$ cat config.mk
export PLATFORM = sky130hd
export DESIGN_NAME = packetizer
export DESIGN_NICKNAME = d
export VERILOG_FILES = /design/src/rtl/packetizer.sv
export SDC_FILE = /design/constraint.sdc
export NUM_CORES = 1
export LEC_CHECK = 0
export ABC_CLOCK_PERIOD_IN_PS = 1700
export BUFFER_PORTS_ARGS = -buffer_cell sky130_fd_sc_hd__buf_2
export CORE_MARGIN = 2
export CORE_UTILIZATION = 45
export DETAILED_ROUTE_END_ITERATION = 12
export MAX_ROUTING_LAYER = met4
export PLACE_DENSITY = 0.85
export REMOVE_ABC_BUFFERS = 1
export SLEW_MARGIN = 20
export SYNTH_ARGS = -nofsm -noshare
export SYNTH_HDL_FRONTEND = slang
export SYNTH_SLANG_ARGS = --single-unit
$ cat constraint.sdc
create_clock -name clk -period 1.7 [get_ports clk]
set_input_delay 0.17 -clock clk [delete_from_list [all_inputs] [get_ports clk]]
set_output_delay 0.17 -clock clk [all_outputs]
set_load 0.01 [all_outputs]
$ cat src/rtl/packetizer.sv
// packetizer: transmit-side framer that wraps each 16-bit input word into one
// 48-bit flit for the flit link, tagging the tail flit with 16'hFFFF.
// Latency 1 cycle (single output register), throughput 1 word/cycle.
// Backpressure: data_ready = !flit_valid || flit_ready; a stalled flit holds stable.
//
// Ports:
//   clk, reset          clock (rising edge), asynchronous active-high reset
//   data_in/_valid/_last/data_ready   16-bit word input with valid/ready/last
//   flitout/flit_valid/flit_ready     48-bit flit output with valid/ready
//   trunc               1-cycle pulse aligned with a tail forced by MAX_LEN
//
// Parameters: SRC_ID, DEST_ID, MAX_LEN (2..256).
// Optional feature: define PACKETIZER_CHECKSUM_EN to place a running XOR of the
// packet's data words in the tail flit's [15:0] instead of {SRC_ID, pkt_num}.

module packetizer #(
    parameter logic [7:0] SRC_ID  = 8'h01,
    parameter logic [3:0] DEST_ID = 4'h2,
    parameter int         MAX_LEN = 16
) (
    input  logic        clk,
    input  logic        reset,
    input  logic [15:0] data_in,
    input  logic        data_valid,
    input  logic        data_last,
    output logic        data_ready,
    output logic [47:0] flitout,
    output logic        flit_valid,
    input  logic        flit_ready,
    output logic        trunc
);

    typedef enum logic {
        IDLE = 1'b0,
        BODY = 1'b1
    } state_t;

    // Word index at which a tail is forced regardless of data_last.
    localparam logic [7:0] LAST_SEQ = 8'(MAX_LEN - 1);

    state_t      state_q;
    logic [7:0]  seq_q;
    logic [7:0]  pkt_num_q;
    logic [47:0] flit_q;
    logic        vld_q;
    logic        trunc_q;
`ifdef PACKETIZER_CHECKSUM_EN
    logic [15:0] csum_q;
`endif

    logic        accept;
    logic        at_max;
    logic        is_tail;
    logic [15:0] tag_d;
    logic [15:0] low_d;
    logic [47:0] flit_d;

    assign data_ready = !vld_q || flit_ready;
    assign accept     = data_valid && data_ready;

    assign flitout    = flit_q;
    assign flit_valid = vld_q;
    assign trunc      = trunc_q;

    // Flit contents for the word being offered this cycle.
    always_comb begin
        at_max  = (seq_q == LAST_SEQ);
        is_tail = data_last || at_max;
        // Head/body tags start with 4'hA/4'hB, so they can never alias 16'hFFFF.
        tag_d   = is_tail ? 16'hFFFF
                          : {(state_q == IDLE) ? 4'hA : 4'hB, DEST_ID, seq_q};
        low_d   = {SRC_ID, pkt_num_q};
`ifdef PACKETIZER_CHECKSUM_EN
        // The tail's own word is folded into the checksum it carries.
        if (is_tail) begin
            low_d = csum_q ^ data_in;
        end
`endif
        flit_d  = {tag_d, data_in, low_d};
    end

    always_ff @(posedge clk or posedge reset) begin
        if (reset) begin
            state_q   <= IDLE;
            seq_q     <= 8'h00;
            pkt_num_q <= 8'h00;
            flit_q    <= 48'h0;
            vld_q     <= 1'b0;
            trunc_q   <= 1'b0;
`ifdef PACKETIZER_CHECKSUM_EN
            csum_q    <= 16'h0000;
`endif
        end else begin
            // trunc is only ever high on the first cycle a forced tail is shown.
            trunc_q <= 1'b0;
            if (accept) begin
                flit_q  <= flit_d;
                vld_q   <= 1'b1;
                trunc_q <= at_max && !data_last;
                if (is_tail) begin
                    state_q   <= IDLE;
                    seq_q     <= 8'h00;
                    pkt_num_q <= pkt_num_q + 8'h01;
`ifdef PACKETIZER_CHECKSUM_EN
                    csum_q    <= 16'h0000;
`endif
                end else begin
                    state_q   <= BODY;
                    seq_q     <= seq_q + 8'h01;
`ifdef PACKETIZER_CHECKSUM_EN
                    csum_q    <= csum_q ^ data_in;
`endif
                end
            end else if (flit_ready || !vld_q) begin
                // Nothing new to show: blank the link so no stale tail tag lingers.
                flit_q <= 48'h0;
                vld_q  <= 1'b0;
            end
        end
    end

endmodule

## Yosys cells after proc, flatten, opt, wreduce, memory -nomap -nowiden

Index checks and enable logic that the tools add are counted.

- Register bits: 67
- Input port bits: 21
- Output and inout port bits: 51
- Word-level logic and storage cells: 26

- Add/sub/neg operators: 2
- Eq/ne operators: 1
- Muxes and demuxes: 9
- Reductions and logical operators: 8

Operators by type and width:

| kind | number |
|---|---|
| two-way mux 48 bit | 2 |
| adder 8 x 1 -> 8 bit, second input constant | 2 |
| two-way mux 15 bit | 1 |
| == test 8 x 4 -> 1 bit, second input constant | 1 |
| two-way mux 8 bit | 1 |
| two-way mux 1 bit | 5 |
| logical AND 1 bit | 2 |
| logical NOT 1 bit | 2 |
| logical OR 1 bit | 2 |
| AND reduction 2 bit | 1 |
| nonzero test 2 bit | 1 |

## Logic depth before layout (Yosys ltp)

Gate-level depths: netlist of the first run.

- Depth after elaboration: 4
- Mapped depth: 6
- Gate-level depth less buffers: 5

## Least setup slack after synthesis of the first run

Ideal clock, no wire load.

- Kind: flip-flop to flip-flop
- Start point: register flitout[45] (netlist name)
- End point: register seq_q[7]
- Arrival time: 1.566 ns
- Required time: 1.623 ns
- Slack: 0.056 ns
- Cell stages (with the launch flop): 5
- Clock period less this slack: 1.644 ns
- Cells stage by stage: dfrtp_1 nor2b_1 or4_4 or3_1 a21oi_1

RTL lines:

| item | RTL line | source |
|---|---|---|
| to (signal assigned) | 109 | `seq_q <= seq_q + 8'h01;` |
| to (decl) | 42 | `logic [7:0] seq_q;` |

## Worst setup path in the final report of the first run

- Start point: register seq_q[3]
- End point: register seq_q[7]

- Longest elaborated chain between the ends: 3
- Elaborated cells on any way between the ends: 4

Ends and longest elaborated chain:

| item | RTL line | source |
|---|---|---|
| branches (longest 2 deep; another with adder 8 x 1 -> 8 bit) | -- |  |
| two-way mux 8 bit * | 100 | `if (is_tail) begin` |

Mark *: on every way between the ends.
A chain may end at the register's enable or synchronous reset.

==> results.cfg, run 1 <==
[clocking]
cts_buffers = 5
cts.clk_slew.worst_paths_ns = 0.10
clock_latency_ns = 0.30
clk_path_buf_depth = 2
cts_tree = built
htree_levels = 2
cts_root_buf = clkbuf_8
cts.sinks = 53

[yosys]
synthArstFlopShare = 1.00
synthTopCellsByArea = dfrtp_1 (60%), a22o_1 (9.1%), buf_4 (5.1%)
yosys_most_used_dff = dfrtp_1
synth-seq-area-share = 0.601
synth.largest_area_cell = dfrtp_1
synthesis.instances = 183
synthDistinctLibCells = 34
syn_area_mm2 = 0.00221
synth.most_common_cell = dfrtp_1
synth_seq_cells = 53
yosysWarnings = 0
netlist.area_leader.share = 0.601
avgSynthCellArea_um2 = 12.1
ys_top_cells_by_count = dfrtp_1 (53), a22o_1 (23), buf_4 (15)
synth_enable_flop_cells = 0

[detailed_routing]
wl_um = 4630
drc = 0
drt_iter0_drc = 79
postRouteAntennaNets = 0
first_pass_iters = 4
wl_per_cell_um = 14.3
viasPerCell = 5.15
vias = 1669

[setup_path]
crit_family = simple AND/OR/NAND/NOR gates
setup.worst_path.class = flop to flop
start_kind = flop
critPathCaptureType = flop
reg2reg_depth = 4
cpPeakStageDelay_ns = 0.54
worst-path-buf-inv = 1
required_ns = 1.93
path_depth = 4
cpMaxStageDelayCell = or4_4
crit_arrival_ns = 1.88
cp_cell_sequence = inv_1 > or4_4 > or3_1 > a21oi_1
crit_path_max_fanout = 4

[global_routing]
grt_pass1_vias = 1621
grt_antenna_before_repair = 0
grt_pass1_wl_um = 7600
grt_util_all_layers = 0.185
grt_max_degree = 34
grt_overflow = 0

[final_layout]
fin_area_mm2 = 0.00277
final_util = 0.586
num-nets-final = 279
synthToLayoutAreaGrowth_pct = 25.4
stdcell_count = 324
drive_above_1_share = 0.393
diodes = 0

[placement]
hpwl_um = 3330
port_buffers = 64
dp.cells = 314
placed_area_mm2 = 0.00264
place.gp.congestion = 0.873

[flow_run]
maxCapViolCount = 0

[floorplan]
initial_core_util = 0.467
core_mm2 = 0.00472
num_rows = 25
pin_count = 72
die_h_um = 74.0
fp.dieW_um = 74.0
die_area_mm2 = 0.00548

[power]
vdd_ir_drop_max_mv = 0.447
power_per_cell_area_mw_per_mm2 = 1050
power_uw = 2910
leakage_uw = 0.00148

[sta]
setup_violations = 0
report.final.slew_viol_count = 0
fin_crit_sh = 0.968
grt_setup_unrepaired = true
max_freq_mhz = 608
whs_ns = 0.0722
skew_ns = 0.00377
min_period_ns = 1.65
finalHoldViolations = 0

[worst_hold_path]
min_path_type = input port to flop
min_path_cells = 2

[status]
outcome = completed
==> worst reg2reg max path, stage by stage (launching register included) <==
cell and delay, ns:
dfrtp_1 0.43, inv_1 0.09, or4_4 0.54, or3_1 0.35, a21oi_1 0.16
==> timing repair <==
item,CTS,global route
endpoints found under the setup margin,0,14
gates resized for setup,0,5
hold buffers,1,0
endpoints found under the hold margin,20,0
setup buffers,0,1
==> metrics by stage <==
stage	TNS [ns]	setup slack, ns
6_report	0	0.0546
5_1_grt	-0.00280	-0.00267
4_1_cts	0	0.0471
3_5_place_dp	0	0.0668
3_3_place_gp	0	0.129
2_1_floorplan	-83.01	-1.84
==> final timing paths <==
path	slack, ns	from	to
max reg2reg	0.05	seq_q[3]	seq_q[7]
min	0.07	data_in[3]	flitout[19]
max	0.05	seq_q[3]	seq_q[7]
max in group asynchronous	0.75	reset	flitout[44]
min in group asynchronous	0.42	reset	flitout[19]
min reg2reg	0.48	pkt_num_q[7]	pkt_num_q[7]
==> layout make-up <==
cell class	count	area (um^2)
Fill cell	398	1960
Clock inverter	3	25.0
Tap cell	67	83.8
Multi-Input combinational cell	109	767
Clock buffer	5	68.8
Sequential cell	53	1330
Timing Repair Buffer	83	482
Inverter	4	15.0
==> cell usage in the layout (no fill, tap or decap), types with 4 or more instances in the layout <==
cell type | netlist | final
conb_1 | 1 | 7
buf_2 | 0 | 64
a221o_1 | 7 | 7
dfrtp_1 | 53 | 53
a22o_1 | 23 | 23
a21o_1 | 4 | 4
buf_4 | 15 | 16
nor2_1 | 6 | 5
nand4_1 | 4 | 4
o21ai_0 | 7 | 7
clkbuf_8 | 0 | 5
xor2_1 | 5 | 5
nand2_1 | 13 | 12
nand3_1 | 4 | 4
==> state kept, by name, indices dropped and copies added, names as in the netlist <==
name / cells
flitout: 35
pkt_num_q: 8
seq_q: 8
state_q: 1
trunc: 1
==> kinds of logic (layout without fill, tap and decap cells) <==
group	after synthesis	count (layout)	synth area share
xor gates and xnor gates	8	8	0.0317
other	1	7	0.00170
AOI/OAI and AO/OA	47	47	0.170
muxes	2	2	0.00964
buffers and inverters	27	95	0.0714
adders and majority gates	2	2	0.0113
DFF	53	53	0.601
and+or+nand+nor	43	43	0.104
==> where the power goes <==
part	switching (uW)	internal, uW	total, uW
registers	150	1430	1580
logic	309	294	603
clock network	421	298	718
==> layer usage <==
metal  GRT usage  vias to the layer above  share of wire
met5           -                        -              0
met4      0.0707                        0          0.011
li1            -                      792              -
met3      0.0285                        6          0.056
met2       0.290                       57           0.48
met1       0.243                      814           0.45
Note: power is estimated with default switching activity, not from simulation.
==> inputs of run 2 (changes only) <==
--- a/config.mk
+++ b/config.mk
@@ -7,7 +7,7 @@
 export LEC_CHECK = 0
 export ABC_CLOCK_PERIOD_IN_PS = 1700
 export BUFFER_PORTS_ARGS = -buffer_cell sky130_fd_sc_hd__buf_2
-export CORE_MARGIN = 2
+export CORE_MARGIN = 10
 export CORE_UTILIZATION = 45
 export DETAILED_ROUTE_END_ITERATION = 12
 export MAX_ROUTING_LAYER = met4
==> run 2 against run 1 <==
Sequential cell count stayed put. Critical endpoint unchanged. Cell count down 1.2%. Clock power is 3.3% lower. Highest routed layer unchanged.
==> results.cfg, run 2 (synthesized netlist as in run 1, its figures left out) <==
[floorplan]
die_area_mm2 = 0.00811
die_h_um = 90.0
initial_core_util = 0.467
core_mm2 = 0.00472
fp.dieW_um = 90.0
pin_count = 72
num_rows = 25

[placement]
port_buffers = 64
dp.cells = 310
hpwl_um = 3960
placed_area_mm2 = 0.00261
place.gp.congestion = 0.904

[clocking]
cts_tree = built
cts.sinks = 53
cts_root_buf = clkbuf_8
cts_buffers = 5
clk_path_buf_depth = 2
cts.clk_slew.worst_paths_ns = 0.10
clock_latency_ns = 0.31
htree_levels = 2

[final_layout]
fin_area_mm2 = 0.00274
drive_above_1_share = 0.399
largest_register_ffs = 35
final_util = 0.580
mostFrequentLayoutCells = buf_2 (64), dfrtp_1 (51), a22o_1 (23)
synthToLayoutAreaGrowth_pct = 24.2
diodes = 0
final_common_cell = buf_2
stdcell_count = 320
num-nets-final = 275

[worst_hold_path]
min_path_cells = 2
hp-start = data_in[7]
hold_end = flitout[23]
min_path_type = input port to flop

[setup_path]
timing.rr.start = flitout[45]
reg2reg_depth = 4
crit_arrival_ns = 1.93
crit_path_max_fanout = 5
required_ns = 1.93
rrSetupSlack_ns = 0.003
crit_start = flitout[45]
start_kind = flop
reg2reg_to = seq_q[7]
critPathCaptureType = flop
setup.worst_path.class = flop to flop

[sta]
min_period_ns = 1.70
max_freq_mhz = 589
tightest_slew_ns = 0.508
setup_violations = 0
skew_ns = 0.00744
relSlewSlack = 0.661
report.final.slew_viol_count = 0
fin_crit_sh = 0.998
finalHoldViolations = 0

[global_routing]
grt_overflow = 0
grt_pass1_vias = 1749
grt_max_degree = 31
grt_util_all_layers = 0.135
grt_pass1_wl_um = 8820
grt_antenna_before_repair = 0

[detailed_routing]
wl_per_cell_um = 17.1
first_pass_iters = 4
wl_um = 5480
drc = 0
viasPerCell = 5.30
postRouteAntennaNets = 0
vias = 1697
drt_iter0_drc = 97

[power]
power_per_cell_area_mw_per_mm2 = 1060
vdd_ir_drop_max_mv = 0.457
leakage_uw = 0.00145

[flow_run]
maxCapViolCount = 0

[status]
outcome = completed
run 2: stage by stage:
step	setup WS, ns	total power [uW]	hold slack, ns	setup TNS [ns]
floorplan	-1.84	1900	0.270	-83.01
global placement	0.114	2170	0.234	0
detailed placement	0.0356	2190	0.234	0
CTS	0.0310	2880	0.0745	0
global route	-0.0182	3060	0.0611	-0.0182
finish	0.00306	2890	0.0766	0
run 2: routing by layer:
layer	track usage	routed length (um)	vias to the layer above
met1	0.169	2510	817
met2	0.199	2520	90
met3	0.0474	354	11
met5	-	0	-
met4	0.0451	97	0
li1	-	-	779
run 2: worst max path at each step:
stage	end	slack [ns]
finish	seq_q[7]	0.003
global route	seq_q[7]	-0.02
detailed placement	pkt_num_q[3]	0.04
CTS	seq_q[7]	0.03
floorplan	pkt_num_q[2]	-1.84
global placement	seq_q[7]	0.11
run 2: layout make-up:
class | count | area [um^2]
Timing Repair Buffer | 79 | 448
Clock inverter | 3 | 17.5
Multi-Input combinational cell | 109 | 779
Fill cell | 404 | 1980
Tap cell | 67 | 83.8
Inverter | 4 | 15.0
Sequential cell | 53 | 1330
Clock buffer | 5 | 68.8
run 2: timing repair:
| action | 4_1_cts | 5_1_grt |
|---|---|---|
| buffers inserted | 0 | 1 |
| endpoints found under the hold margin | 23 | 0 |
| pin swaps | 0 | 3 |
| hold buffers | 1 | 0 |
| cloned | 0 | 0 |
| endpoints found under the setup margin | 1 | 9 |
| resized for setup | 1 | 7 |
run 2: report_power, final:
group | leakage (uW) | switching, uW | internal, uW
sequential | 0.000687 | 158 | 1440
clock | 0.0000439 | 409 | 285
combinational | 0.000721 | 319 | 286
run 2: worst max-delay path: stages, from the launching register on:
cell	delay [ns]
dfrtp_1	0.39
nor2b_2	0.19
or4_4	0.51
or3_1	0.37
a21oi_1	0.16
